[src/rtl/wb_shared_bus.sv]
// Wishbone shared-bus interconnect: round-robin arbitration, base/mask decode, decode-error response.
// Define WB_BUS_TIMEOUT_EN to enable the stalled-strobe timeout watchdog.
module wb_shared_bus #(
    parameter int unsigned                  NUM_MASTERS = 2,
    parameter int unsigned                  NUM_SLAVES  = 4,
    parameter logic [32*NUM_SLAVES-1:0]     SLAVE_BASE  = {NUM_SLAVES{32'h0}},
    parameter logic [32*NUM_SLAVES-1:0]     SLAVE_MASK  = {NUM_SLAVES{32'hFFFFFFFF}},
    parameter int unsigned                  TIMEOUT_CYC = 255
) (
    input  logic                        clk,
    input  logic                        rst,
    input  logic [32*NUM_MASTERS-1:0]   m_adr_i,
    input  logic [32*NUM_MASTERS-1:0]   m_dat_i,
    input  logic [4*NUM_MASTERS-1:0]    m_sel_i,
    input  logic [NUM_MASTERS-1:0]      m_we_i,
    input  logic [NUM_MASTERS-1:0]      m_cyc_i,
    input  logic [NUM_MASTERS-1:0]      m_stb_i,
    output logic [31:0]                 m_dat_o,
    output logic [NUM_MASTERS-1:0]      m_ack_o,
    output logic [NUM_MASTERS-1:0]      m_err_o,
    output logic [NUM_MASTERS-1:0]      m_rty_o,
    output logic [31:0]                 s_adr_o,
    output logic [31:0]                 s_dat_o,
    output logic [3:0]                  s_sel_o,
    output logic                        s_we_o,
    output logic [NUM_SLAVES-1:0]       s_cyc_o,
    output logic [NUM_SLAVES-1:0]       s_stb_o,
    input  logic [32*NUM_SLAVES-1:0]    s_dat_i,
    input  logic [NUM_SLAVES-1:0]       s_ack_i,
    input  logic [NUM_SLAVES-1:0]       s_err_i,
    input  logic [NUM_SLAVES-1:0]       s_rty_i,
    output logic [NUM_MASTERS-1:0]      gnt_o,
    output logic                        bus_err_o,
    output logic [31:0]                 err_adr_o
);

    localparam int unsigned IW = (NUM_MASTERS > 1) ? $clog2(NUM_MASTERS) : 1;

    typedef enum logic {IDLE, BUSY} state_t;

    state_t                  state, state_nxt;
    logic [NUM_MASTERS-1:0]  gnt, gnt_nxt, req_other;
    logic [IW-1:0]           last, last_nxt, g_idx;
    logic                    busy, g_cyc, g_stb;
    logic [NUM_SLAVES-1:0]   sel;
    logic                    any_hit, sel_ack, sel_err, sel_rty, slv_resp;
    logic                    err_pend, dec_err, tmo;

    // First requester strictly after 'from', wrapping, so 'from' itself is checked last.
    function automatic logic [NUM_MASTERS-1:0] rr_pick(input logic [IW-1:0] from,
                                                       input logic [NUM_MASTERS-1:0] req);
        logic [NUM_MASTERS-1:0] pick;
        int unsigned idx;
        pick = '0;
        for (int unsigned k = 1; k <= NUM_MASTERS; k++) begin
            idx = (32'(from) + k) % NUM_MASTERS;
            if (pick == '0 && req[idx]) pick[idx] = 1'b1;
        end
        return pick;
    endfunction

    assign busy      = (state == BUSY);
    assign gnt_o     = gnt;
    assign req_other = m_cyc_i & ~gnt;

    always_comb begin
        g_idx = '0;
        for (int unsigned k = 0; k < NUM_MASTERS; k++)
            if (gnt[k]) g_idx = IW'(k);
    end

    always_ff @(posedge clk) begin
        if (rst) begin
            state <= IDLE;
            gnt   <= '0;
            last  <= IW'(NUM_MASTERS - 1);
        end else begin
            state <= state_nxt;
            gnt   <= gnt_nxt;
            last  <= last_nxt;
        end
    end

    always_comb begin
        state_nxt = state;
        gnt_nxt   = gnt;
        last_nxt  = last;
        case (state)
            IDLE: begin
                if (|m_cyc_i) begin
                    gnt_nxt   = rr_pick(last, m_cyc_i);
                    state_nxt = BUSY;
                end
            end
            BUSY: begin
                if (!g_cyc) begin
                    last_nxt  = g_idx;
                    gnt_nxt   = rr_pick(g_idx, req_other);
                    state_nxt = (|req_other) ? BUSY : IDLE;
                end
            end
            default: begin
                state_nxt = IDLE;
                gnt_nxt   = '0;
            end
        endcase
    end

    always_comb begin
        s_adr_o = '0;
        s_dat_o = '0;
        s_sel_o = '0;
        s_we_o  = 1'b0;
        g_cyc   = 1'b0;
        g_stb   = 1'b0;
        if (busy) begin
            s_adr_o = m_adr_i[32*g_idx +: 32];
            s_dat_o = m_dat_i[32*g_idx +: 32];
            s_sel_o = m_sel_i[4*g_idx +: 4];
            s_we_o  = m_we_i[g_idx];
            g_cyc   = m_cyc_i[g_idx];
            g_stb   = m_cyc_i[g_idx] & m_stb_i[g_idx];
        end
    end

    // Lowest matching slave index wins when windows overlap.
    always_comb begin
        sel     = '0;
        any_hit = 1'b0;
        for (int unsigned i = 0; i < NUM_SLAVES; i++) begin
            if (!any_hit && ((s_adr_o & SLAVE_MASK[32*i +: 32]) == SLAVE_BASE[32*i +: 32])) begin
                sel[i]  = 1'b1;
                any_hit = 1'b1;
            end
        end
        if (!busy) begin
            sel     = '0;
            any_hit = 1'b0;
        end
    end

    always_comb begin
        m_dat_o = '0;
        for (int unsigned i = 0; i < NUM_SLAVES; i++)
            if (sel[i]) m_dat_o = s_dat_i[32*i +: 32];
    end

    assign sel_ack  = |(sel & s_ack_i);
    assign sel_err  = |(sel & s_err_i);
    assign sel_rty  = |(sel & s_rty_i);
    assign slv_resp = sel_ack | sel_err | sel_rty;

`ifdef WB_BUS_TIMEOUT_EN
    localparam logic [7:0] TMO_LAST = 8'(TIMEOUT_CYC - 1);
    logic [7:0] tmo_cnt;

    // Fires on the TIMEOUT_CYC-th consecutive stalled cycle of a mapped strobe.
    assign tmo = g_stb && any_hit && !slv_resp && (tmo_cnt == TMO_LAST);

    always_ff @(posedge clk) begin
        if (rst || !g_stb || !any_hit || slv_resp || tmo) tmo_cnt <= '0;
        else                                              tmo_cnt <= tmo_cnt + 8'd1;
    end
`else
    assign tmo = 1'b0;
`endif

    assign dec_err = g_stb && !any_hit && !err_pend;

    always_ff @(posedge clk) begin
        if (rst) begin
            err_pend  <= 1'b0;
            err_adr_o <= '0;
        end else begin
            err_pend <= dec_err;
            if (dec_err || tmo) err_adr_o <= s_adr_o;
        end
    end

    assign s_cyc_o   = (g_cyc && !tmo) ? sel : '0;
    assign s_stb_o   = (g_stb && !tmo) ? sel : '0;
    assign m_ack_o   = sel_ack ? gnt : '0;
    assign m_rty_o   = sel_rty ? gnt : '0;
    assign m_err_o   = (sel_err || err_pend || tmo) ? gnt : '0;
    assign bus_err_o = err_pend | tmo;

endmodule

[config.mk]
export PLATFORM = sky130hd
export DESIGN_NAME = wb_shared_bus
export DESIGN_NICKNAME = d
export VERILOG_FILES = /design/src/rtl/wb_shared_bus.sv
export SDC_FILE = /design/constraint.sdc
export NUM_CORES = 1
export LEC_CHECK = 0
export ABC_AREA = 0
export BUFFER_PORTS_ARGS = -buffer_cell sky130_fd_sc_hd__buf_2
export CORE_AREA = 2 2 169 171
export CTS_BUF_LIST = sky130_fd_sc_hd__clkbuf_8
export DETAILED_ROUTE_END_ITERATION = 6
export DIE_AREA = 0 0 171 173
export PLACE_DENSITY = 0.46
export SLEW_MARGIN = 20
export SYNTH_ARGS = -nofsm -noshare
export SYNTH_HDL_FRONTEND = slang
export SYNTH_SLANG_ARGS = --single-unit
export TNS_END_PERCENT = 5
[constraint.sdc]
create_clock -name clk -period 2.6 [get_ports clk]
set_input_delay 0.26 -clock clk [delete_from_list [all_inputs] [get_ports clk]]
set_output_delay 0.26 -clock clk [all_outputs]
set_load 0.02 [all_outputs]
* After elaboration in Yosys (flattened, before gate mapping)
Cells that the tools add are included.
** Cells by class
- $add $sub $neg :: 4
- Order comparisons :: 9
- Equal/unequal tests :: 2
- Shifts and indexed selects :: 3
- Muxes and demuxes :: 62
- Bitwise logic cells :: 10
- Reduce and logical (&&, ||, !) cells :: 27
** Operators by type and width (number)
- 32-bit 2-to-1 mux :: 6
- 64-bit by 7-bit variable part select with 32-bit output :: 2
- 1-bit 2-to-1 mux :: 33
- 32-bit zero test :: 1
- 2-bit 2-to-1 mux :: 13
- 4-bit 2-to-1 mux :: 4
- 4-bit bitwise AND :: 3
- 4-bit OR reduction :: 3
- 1-bit logical AND :: 11
- 1-bit by 2-bit less-than comparator with 1-bit output (second input constant) :: 5
- 8-bit by 4-bit variable part select with 4-bit output :: 1
- 1-bit zero test :: 5
- 1-bit adder (second input constant) :: 4
- 1-bit demux with 1-bit select :: 4
- 1-bit greater-or-equal comparator (second input constant) :: 4
- 2-bit zero test :: 2
- 2-bit inequality test (second input constant) :: 2
- 2-bit OR :: 2
- 2-bit one-hot mux with 2 select lines :: 1
- 2-bit AND reduction :: 2
- 2-bit OR reduction :: 2
- 2-bit bitwise AND :: 1
- 1-bit inverter :: 2
- 2-bit inverter :: 1
- 3 further kinds :: 3
** Word-level totals
- Bits in registers :: 37
- Input bits :: 284
- Output and inout bits :: 150
- Logic and storage cells :: 122

* Longest topological paths before layout
- Depth after elaboration :: 19
- Mapped depth :: 8
- Gate-level depth less buffers :: 5

* Least setup slack after synthesis
OpenSTA, ideal clock, no wires.
- Path type :: flip-flop to output port
- Start :: reg gnt[1] (netlist: gnt_o[1])
- End :: out m_err_o[0]
- Data arrival time :: 2.001 ns
- Data required time :: 2.340 ns
- Path slack :: 0.339 ns
- Cell stages (with the launch flop) :: 6
- Buffers on the path :: 1
- Cell sequence :: dfxtp_1 -> buf_2 -> or4b_1 -> nor4_4 -> o21ai_0 -> o21ai_0
** On the way
- Longest elaborated chain between the ends :: 19
- Elaborated cells on any way between the ends :: 21
- Those cells by class :: 1 x shift; 10 x mux; 1 x bitwise; 9 x reduce/logical
** Ends and longest elaborated chain
- start, declared :: line 42 : logic [NUM_MASTERS-1:0] gnt, gnt_nxt, req_other;
- start signal, assigned :: line 79 : gnt <= gnt_nxt;
- 1-bit 2-to-1 mux (*) :: line 69 : if (gnt[k]) g_idx = IW'(k);
- 64-bit by 7-bit variable part select with 32-bit output (*) :: line 117 : s_adr_o = m_adr_i[32*g_idx +: 32];
- 32-bit 2-to-1 mux (*) :: line 116 : if (busy) begin
- 32-bit zero test (*) :: line 131 : if (!any_hit && ((s_adr_o & SLAVE_MASK[32*i +: 32]) == SLAVE_BASE[32*i +: 32])) begin
- 1-bit 2-to-1 mux :: line 131
- 1-bit zero test :: line 131
- 1-bit logical AND :: line 131
- 1-bit 2-to-1 mux :: line 131
- [3 not listed]
- 1-bit zero test :: line 131
- 1-bit logical AND :: line 131
- 1-bit 2-to-1 mux :: line 131
- 4-bit 2-to-1 mux (*) :: line 136 : if (!busy) begin
- 4-bit bitwise AND (*) :: line 149 : assign sel_err = |(sel & s_err_i);
- 4-bit OR reduction (*) :: line 149
- 1-bit logical OR (*) :: line 184 : assign m_err_o = (sel_err || err_pend || tmo) ? gnt : '0;
- 2-bit 2-to-1 mux (*) :: line 184
- end, declared :: line 20 : output logic [NUM_MASTERS-1:0] m_err_o,
Mark *: on every way between the ends. The rest lies on a longest branch, timed or not.

* Final worst setup path
- Start :: reg state (netlist: busy)
- End :: out m_ack_o[0]
** On the way
- Longest elaborated chain between the ends :: 16
- Elaborated cells on any way between the ends :: 18
- Those cells by class :: 9 x mux; 1 x bitwise; 8 x reduce/logical
** Ends and longest elaborated chain
- start, declared :: line 41 : state_t state, state_nxt;
- start signal, assigned :: line 78 : state <= state_nxt;
- 32-bit 2-to-1 mux :: line 116
- 32-bit zero test :: line 131
- 1-bit 2-to-1 mux :: line 131
- 1-bit zero test :: line 131
- 1-bit logical AND :: line 131
- 1-bit 2-to-1 mux :: line 131
- 1-bit zero test :: line 131
- 1-bit logical AND :: line 131
- 1-bit 2-to-1 mux :: line 131
- 1-bit zero test :: line 131
- 1-bit logical AND :: line 131
- 1-bit 2-to-1 mux :: line 131
- 4-bit 2-to-1 mux (*) :: line 136
- 4-bit bitwise AND (*) :: line 148 : assign sel_ack = |(sel & s_ack_i);
- 4-bit OR reduction (*) :: line 148
- 2-bit 2-to-1 mux (*) :: line 182 : assign m_ack_o = sel_ack ? gnt : '0;
- end, declared :: line 19 : output logic [NUM_MASTERS-1:0] m_ack_o,
Marked as above.

==> impl_metrics.py <==
metrics = {
    "status": {
        "status": "completed",
    },
    "critical_path": {
        "path_cells": "nor2b_2 > nand4_1 > nand2_2 > buf_4 > and4_1 > buf_2",
        "end_kind": "output port",
        "path_buf_inv": 2,
        "crit_slowest_cell": "dfxtp_2",
        "slowest_delay_ns": 0.49,
        "startpoint": "busy",
        "start_kind": "register",
        "reg2reg_from": "gnt_o[1]",
        "crit_required_ns": 2.34,
        "crit_family": "simple AND/OR/NAND/NOR gates",
        "path_class": "register to output port",
        "cp_max_fo": 37,
        "worstPathArrival_ns": 2.20,
    },
    "detailed_routing": {
        "routed_via_density": 4.11,
        "drtPass1Iterations": 4,
        "wl_per_cell_um": 16.8,
        "drt-total-wl_um": 19300,
        "postRouteAntennaNets": 0,
        "drt_drc_violations_left": 0,
        "dr_total_vias": 4722,
        "first_iter_violations": 218,
    },
    "synthesis": {
        "synth.top_cell.area_share": 0.206,
        "syn_avg_cell_area_um2": 7.80,
        "seq_area_frac_synth": 0.206,
        "syn_area_mm2": 0.00360,
        "synth_area_leaders": "dfxtp_1, mux2i_1, nor2b_1",
        "ys_types": 36,
        "ys_warn_count": 0,
        "synthArstFlopShare": 0,
        "ys_ff_latch": 37,
        "synth_edf_count": 0,
        "syn_inst": 461,
        "synth_ff_type": "dfxtp_1",
        "synth_top_cell_by_area": "dfxtp_1",
    },
    "layout": {
        "multi_input_area_mm2": 0.00265,
        "final-seq-area_um2": 746,
        "final_common_cell": "buf_2",
        "fin_util": 0.212,
        "syn_to_final_growth_pct": 63.2,
        "layout.nets": 1053,
        "finalNonFillerCells": 1148,
        "nFillCells": 3156,
        "fin_area_mm2": 0.00587,
        "drive_above_1_share": 0.486,
        "final_cell_mix": "buf_2, nor2b_1, mux2i_1, nand3_1, dfxtp_1",
    },
    "clock_tree": {
        "cts_made_buffers": 5,
        "h-tree-depth": 2,
        "cts_tree": "yes",
        "clock-sinks": 37,
        "clkSlewWorstSetupHoldPaths_ns": 0.08,
        "clkLatencyLatePin_ns": 0.31,
        "clockBufferDepth": 2,
        "cts-hold-fix-buffers": 0,
        "root_buffer": "clkbuf_8",
    },
    "power": {
        "swShare": 0.375,
        "ir_worst_vdd_mv": 0.138,
        "p_int_mw": 1.08,
        "p_switching_mw": 0.648,
        "p_leak_nw": 2.96,
        "power_frac_comb": 0.401,
        "power_frac_seq": 0.347,
        "total_power_mw": 1.73,
        "pwr-share-clk": 0.252,
        "power.density_mw_per_mm2": 295,
    },
    "global_routing": {
        "antenna_found_initial": 3,
        "grt-ovfl-total": 0,
        "grt_pass1_vias": 4593,
        "grt_use_total": 0.123,
        "grt_max_degree": 66,
        "grt_pass1_wl_um": 27500,
    },
    "placement": {
        "place_area_mm2": 0.00570,
        "port_buffers": 322,
        "dp.cells": 1134,
        "hpwl_um": 15700,
        "dp_slack_ns": -0.0374,
        "place.gp.congestion": 0.795,
    },
    "hold_path": {
        "hold_class": "input pin to register",
        "hp-start": "rst",
    },
    "sta": {
        "fin_tns_setup_ns": 0,
        "relSlewSlack": 0.613,
        "final_hold_viol_count": 0,
        "report.final.slew_viol_count": 0,
        "rsz0062_at_grt": "false",
        "setup_violations": 0,
        "min_period_ns": 2.46,
        "clock.fmax_mhz": 407,
        "hold_slack_ns": 0.194,
        "tightest_slew_ns": 0.579,
        "worst_slack_ns": 0.143,
        "clock_skew_ns": 0.00757,
        "finalCritPeriodShare": 0.945,
    },
    "floorplan": {
        "dieArea_mm2": 0.0296,
        "rows": 61,
        "core_mm2": 0.0276,
        "initial_utilization": 0.130,
        "ios": 434,
        "die_w_um": 171,
        "die_height_um": 173,
    },
    "job": {
        "drv_cap": 0,
    },
}
[worst paths after layout]
check | to | slack, ns | depth (start not counted)
worst max-delay path | m_ack_o[0] | 0.14 | 6
worst min-delay path | busy | 0.19 | 2
worst max register to register | err_adr_o[14] | 0.42 | 9
worst min register to register | err_adr_o[25] | 0.50 | 2
[sequential cells by signal (all words and copies together), names as in the netlist]
signal	flops
err_adr_o	32
last	1
gnt_o	2
busy	1
bus_err_o	1
[final cells by class]
cell class / instances / share of cell area
timing repair buffer: 355 / 0.326
sequential: 37 / 0.127
clock buffer: 6 / 0.0141
inverter: 1 / 0.000640
tap: 378 / 0.0806
clock inverter: 1 / 0.000640
multi-input combinational: 369 / 0.451
antenna: 1 / 0.000426
[power groups by stage]
stage	Clock (mW)	Combinational (mW)	Sequential [mW]
finish	0.436	0.694	0.600
global route	0.493	0.751	0.604
CTS	0.474	0.693	0.605
detailed placement	0	0.690	0.618
global placement	0	0.687	0.618
floorplan	0	0.366	0.617
[per-layer routing]
metal,track usage,vias up,share of wire
met2,0.220,244,0.48
li1,-,2314,-
met1,0.150,2149,0.44
met5,0,-,0.0012
met4,0.0180,4,0.0062
met3,0.0311,11,0.074
[Yosys cell counts, drive strengths merged, types with 6 or more instances]
cell     instances
nor2b           71
nor4            14
nand2            7
dfxtp           37
clkbuf          27
nand3           64
o21ai            6
and3            33
nand3b          32
buf             32
mux2i           69
o2111ai         32
[logic make-up after synthesis]
group	synth area share
DFF	0.206
other	0.00104
buffers and inverters	0.0762
and+or+nand+nor	0.423
AOI/OAI and AO/OA	0.0988
muxes	0.195
[what timing repair did]
item / in CTS / in global routing
pin swaps: 1 / 0
hold endpoints to repair: 0 / 0
endpoints found under the setup margin: 40 / 40
buffers inserted: 2 / 4
gates resized for setup: 1 / 7
gates cloned: 0 / 0
Power figures use the tool's default switching activity.
